--- src/rtl/uart_pkg.sv ---
// Shared UART constants and types for the 8N1 link at 50 MHz / 19200 baud.
package uart_pkg;

  typedef enum logic {IDLE, RECV} rx_state_t;

  localparam int BAUD_CLKS  = 2604;
  localparam int HALF_CLKS  = BAUD_CLKS / 2;
  localparam int FRAME_BITS = 10;
  localparam int CNT_W      = 12;
  localparam int BIT_W      = 4;

endpackage

--- src/rtl/rx_sync.sv ---
// Two-flop RX synchronizer, preset high, plus an edge flop for start-bit detection.
// Latency 2 clk to rx_s; fall pulses for one cycle on a synchronized 1-to-0 transition.
module rx_sync (
  input  logic clk,
  input  logic rst_n,
  input  logic rx,
  output logic rx_s,
  output logic fall
);

  logic s1;
  logic prev;

  always_ff @(posedge clk or negedge rst_n) begin
    if (!rst_n) begin
      s1   <= 1'b1;
      rx_s <= 1'b1;
      prev <= 1'b1;
    end else begin
      s1   <= rx;
      rx_s <= s1;
      prev <= rx_s;
    end
  end

  assign fall = prev & ~rx_s;

endmodule

--- src/rtl/uart_rx.sv ---
// 8N1 UART receiver: mid-bit sampling, rdy/clr_rdy handshake, framing and overrun flags.
// rdy rises HALF + 9*BAUD + 1 clk after edge detect; the consumer never stalls reception (overrun instead).
module uart_rx
  import uart_pkg::*;
#(
  parameter int BAUD = BAUD_CLKS,
  parameter int HALF = BAUD / 2
) (
  input  logic       clk,
  input  logic       rst_n,
  input  logic       RX,
  input  logic       clr_rdy,
  output logic [7:0] rx_data,
  output logic       rdy,
  output logic       frm_err,
  output logic       ovr
);

  localparam logic [CNT_W-1:0] HALF_LOAD = CNT_W'(HALF);
  // Strobe fires on the count of zero, so BAUD-1 gives a period of exactly BAUD clks.
  localparam logic [CNT_W-1:0] BAUD_LOAD = CNT_W'(BAUD - 1);
  localparam logic [BIT_W-1:0] STOP_IDX  = BIT_W'(FRAME_BITS - 1);

  logic             rx_s;
  logic             fall;
  rx_state_t        state;
  rx_state_t        state_nxt;
  logic [CNT_W-1:0] baud_cnt;
  logic [BIT_W-1:0] bit_cnt;
  logic [7:0]       shreg;
  logic             strobe;
  logic             done;

  rx_sync u_sync (
    .clk   (clk),
    .rst_n (rst_n),
    .rx    (RX),
    .rx_s  (rx_s),
    .fall  (fall)
  );

  always_ff @(posedge clk or negedge rst_n) begin
    if (!rst_n) state <= IDLE;
    else        state <= state_nxt;
  end

  always_comb begin
    state_nxt = state;
    strobe    = 1'b0;
    done      = 1'b0;
    case (state)
      IDLE: begin
        if (fall) state_nxt = RECV;
      end
      RECV: begin
        if (baud_cnt == '0) begin
          strobe = 1'b1;
          // A start bit that reads high at mid-bit was a glitch.
          if (bit_cnt == '0 && rx_s) begin
            state_nxt = IDLE;
          end else if (bit_cnt == STOP_IDX) begin
            done      = 1'b1;
            state_nxt = IDLE;
          end
        end
      end
      default: state_nxt = IDLE;
    endcase
  end

  always_ff @(posedge clk or negedge rst_n) begin
    if (!rst_n) begin
      baud_cnt <= '0;
      bit_cnt  <= '0;
      shreg    <= '0;
    end else if (state == IDLE) begin
      if (fall) begin
        baud_cnt <= HALF_LOAD;
        bit_cnt  <= '0;
      end
    end else if (strobe) begin
      baud_cnt <= BAUD_LOAD;
      bit_cnt  <= bit_cnt + BIT_W'(1);
      if (bit_cnt != '0 && bit_cnt != STOP_IDX) shreg <= {rx_s, shreg[7:1]};
    end else begin
      baud_cnt <= baud_cnt - CNT_W'(1);
    end
  end

  // Completion beats a same-cycle clr_rdy; the cleared byte counts as consumed so ovr drops.
  always_ff @(posedge clk or negedge rst_n) begin
    if (!rst_n) begin
      rx_data <= 8'h00;
      rdy     <= 1'b0;
      frm_err <= 1'b0;
      ovr     <= 1'b0;
    end else if (done) begin
      rx_data <= shreg;
      frm_err <= ~rx_s;
      rdy     <= 1'b1;
      ovr     <= clr_rdy ? 1'b0 : (ovr | rdy);
    end else if (clr_rdy) begin
      rdy <= 1'b0;
      ovr <= 1'b0;
    end
  end

endmodule

--- config.mk ---
export PLATFORM = sky130hd
export DESIGN_NAME = uart_rx
export DESIGN_NICKNAME = d
export VERILOG_FILES = /design/src/rtl/uart_pkg.sv /design/src/rtl/rx_sync.sv /design/src/rtl/uart_rx.sv
export SDC_FILE = /design/constraint.sdc
export NUM_CORES = 1
export LEC_CHECK = 0
export ABC_AREA = 1
export CORE_UTILIZATION = 60
export CTS_BUF_LIST = sky130_fd_sc_hd__clkbuf_2 sky130_fd_sc_hd__clkbuf_4 sky130_fd_sc_hd__clkbuf_8
export DETAILED_ROUTE_END_ITERATION = 8
export GPL_TIMING_DRIVEN = 0
export PLACE_DENSITY = 0.81
export SYNTH_ARGS = -nofsm -noshare
export SYNTH_HDL_FRONTEND = slang
export SYNTH_SLANG_ARGS = --single-unit
--- constraint.sdc ---
create_clock -name clk -period 1.7 [get_ports clk]
set_input_delay 0.34 -clock clk [delete_from_list [all_inputs] [get_ports clk]]
set_output_delay 0.34 -clock clk [all_outputs]
set_load 0.005 [all_outputs]
==> flow_metrics.tcl, run 1 <==
set metrics [dict create \
    cp_cell_sequence "clkdlybuf4s50_1" \
    dieArea_um2 3725 \
    internal_power_w 0.001864 \
    clock_tree.root_cell "clkbuf_4" \
    seq_power_share_pct 45.3 \
    grt_setup_unrepaired "false" \
    post_cts_buffers 0 \
    dpl_cell_area_um2 2283 \
    outcome "finished, final reports clean" \
    crit_buf_inv 1 \
    syn_area_per_cell_um2 8.397 \
    min_period_ps 1574 \
    grt_pass1_wl_um 6561 \
    cts_buffers 5 \
    vias 1681 \
    crit_type "register to primary output" \
    wire_per_inst_um 12.62 \
    drt_iter0_markers 87 \
    max_stage_delay_ps 510 \
    viasPerCell 5.303 \
    clockPowerShare_pct 27.2 \
    initial_core_util_pct 62.65 \
    worstPathMaxFanout 2 \
    drv_cap 0 \
    die_h_um 61.03 \
    hold_viol_final 0 \
    timing.setup.tns_ps 0 \
    cts_tree "built" \
    start_kind "register" \
    p_per_area_nw_per_um2 1210 \
    cts-resized-gates 0 \
    grt_start_max_net_pins 40 \
    hold_path.class "primary input to async pin" \
    first_global_vias 1383 \
    drv_slew 0 \
    yosysWarnings 0 \
    netSwitchingPower_w 0.001026 \
    cts_sinks 39 \
    end_kind "primary output" \
    ys_types 25 \
    hold_buffers 0 \
    hpwl_um 2798 \
    drive_above_1_share_pct 15.50 \
    fmax_mhz 635.3 \
    grt.overflow.total 0 \
    peakVddDrop_uv 924.5 \
    cp_slowest_cell "clkdlybuf4s50_1" \
    grt.total_usage_pct 24.54 \
    p_leak_nw 1.223 \
    slew_headroom_pct 43.29 \
    timing.final.crit_share_pct 92.58 \
    final_nets 279 \
    rows 21 \
    power_frac_comb_pct 27.5 \
    io_buffer_count 14 \
    post-place-ws_ps 159.0 \
    power.total_w 0.002889 \
    setup_violations 0 \
    cts_max_level 2 \
    fin_ws_ps 126.1 \
    syn_inst 249 \
    synth_nets 258 \
    drtAntennaViolNets 0 \
    diodes 0 \
    wl_um 4000 \
    route.detailed.drc 0 \
    place.gp.congestion 0.8473 \
    fin_worst_skew_ps 11.72 \
    max_slew.worst_pin.slew_ps 850.6 \
    design.core.area_um2 3337 \
    clk_pin_slew_ps 120 \
    area_delta_synth_final_pct 14.24 \
    cp.required_ps 1360 \
    clockBufferDepth 2 \
    cp_top_family "buffers and inverters" \
    fill_cells 284 \
    whs_ps 73.28 \
    die_x_um 61.03 \
    arrival_ps 1230 \
    clk_latency_ps 360 \
    drt_pre_antenna_iters 4 \
    swShare_pct 35.50 \
    ys_seq_area_share_pct 46.86 \
    design_area_um2 2389 \
    ys_ff_latch 39 \
    antenna_found_initial 0 \
    ioPinCount 15 \
    syn-cell-area_um2 2091 \
]
-- cells by family (layout without fill, tap and decap cells) --
family                   count (synthesis)  count (layout)  share of synthesized area (%)
buffers and inverters                   34              56                          9.036
flip-flops                              39              39                          46.86
AND/OR/NAND/NOR                        152             152                          35.49
AO/OA/AOI/OAI                           15              15                          3.950
XOR/XNOR                                 4               4                          1.675
adder cells (fa/ha/maj)                  5               5                          2.992
-- worst paths after layout --
| kind | start | endpoint | slack [ps] | cells after the start |
|---|---|---|---|---|
| worst min-delay path | rst_n | baud_cnt[11] | 70 | 1 |
| worst min register to register | u_sync.s1 | u_sync.rx_s | 360 | 0 |
| max in group asynchronous | rst_n | baud_cnt[1] | 1090 | 1 |
| worst max-delay path | rx_data[4] | rx_data[4] | 130 | 1 |
| worst max register to register | baud_cnt[0] | rx_data[5] | 150 | 8 |
| min in group clk | u_sync.s1 | u_sync.rx_s | 360 | 0 |
-- layer usage --
metal  up-vias  global-route usage, %  wire length [µm]
met5         -                      0                 0
met1       783                  36.39              1966
li1        858                      -                 -
met4         0                  7.792                55
met3         7                  6.303               158
met2        33                  35.25              1820
-- synth_stat cells (all sizes together) --
library cell,count,share of area [%]
buf,7,4.2
nor2,19,5.6
xor2,4,1.7
a21oi,2,0.48
nand4,21,6.6
dfstp,3,3.8
dfrtp,36,43
o211ai,1,0.36
ha,5,3.0
o21bai,2,0.72
inv,27,4.8
nand2,90,16
o21ai,10,2.4
nand3,22,6.9
-- layout make-up --
class,count,area [µm²],area share [%]
inverters,27,101.3,4.243
plain buffers,7,87.58,3.667
clock inverters,2,60.06,2.514
repair buffers,14,135.1,5.657
multi-input cells,176,922.1,38.61
well taps,46,57.56,2.410
clock buffers,6,45.04,1.886
flip-flops and latches,39,979.7,41.02
-- cell usage in the layout (no fill, tap or decap), types with 5 or more instances in the layout --
cell,synthesis,final
nand2_1,88,88
dfrtp_1,36,36
nand4_1,20,20
inv_1,19,19
nand3_1,18,18
clkdlybuf4s50_1,0,13
nor2_1,11,11
inv_2,8,8
o21ai_1,6,6
clkbuf_4,0,6
nor2_4,5,5
ha_1,5,5
-- power groups by stage --
stage	Sequential [W]	Clock, W	Combinational (W)
2_1_floorplan	0.00128	0	0.000656
3_3_place_gp	0.00132	0	0.000771
5_1_grt	0.00133	0.000839	0.000907
4_1_cts	0.00131	0.000803	0.000796
6_report	0.00131	0.000785	0.000796
3_5_place_dp	0.00132	0	0.000790
-- stage by stage --
| stage | util [%] | instances |
|---|---|---|
| 6_report | 71.58 | 317 |
| 4_1_cts | 71.58 | 317 |
| 3_3_place_gp | 68.58 | 309 |
| 3_5_place_dp | 68.43 | 309 |
| 2_1_floorplan | - | 249 |
| 5_1_grt | 71.58 | 317 |
-- sequential cells by signal (all words and copies together), names as in the netlist --
register     count
u_sync.prev      1
frm_err          1
rx_data          8
rdy              1
u_sync.rx_s      1
bit_cnt          4
u_sync.s1        1
baud_cnt        12
shreg            8
state            1
ovr              1
Note: power is estimated with default switching activity, not from simulation.
==> run 2: changes to the inputs <==
- ABC_CLOCK_PERIOD_IN_PS: unset -> 1700
==> results of run 2 <==
Same layout as run 1: the final DEF is identical, and so are final timing and power.
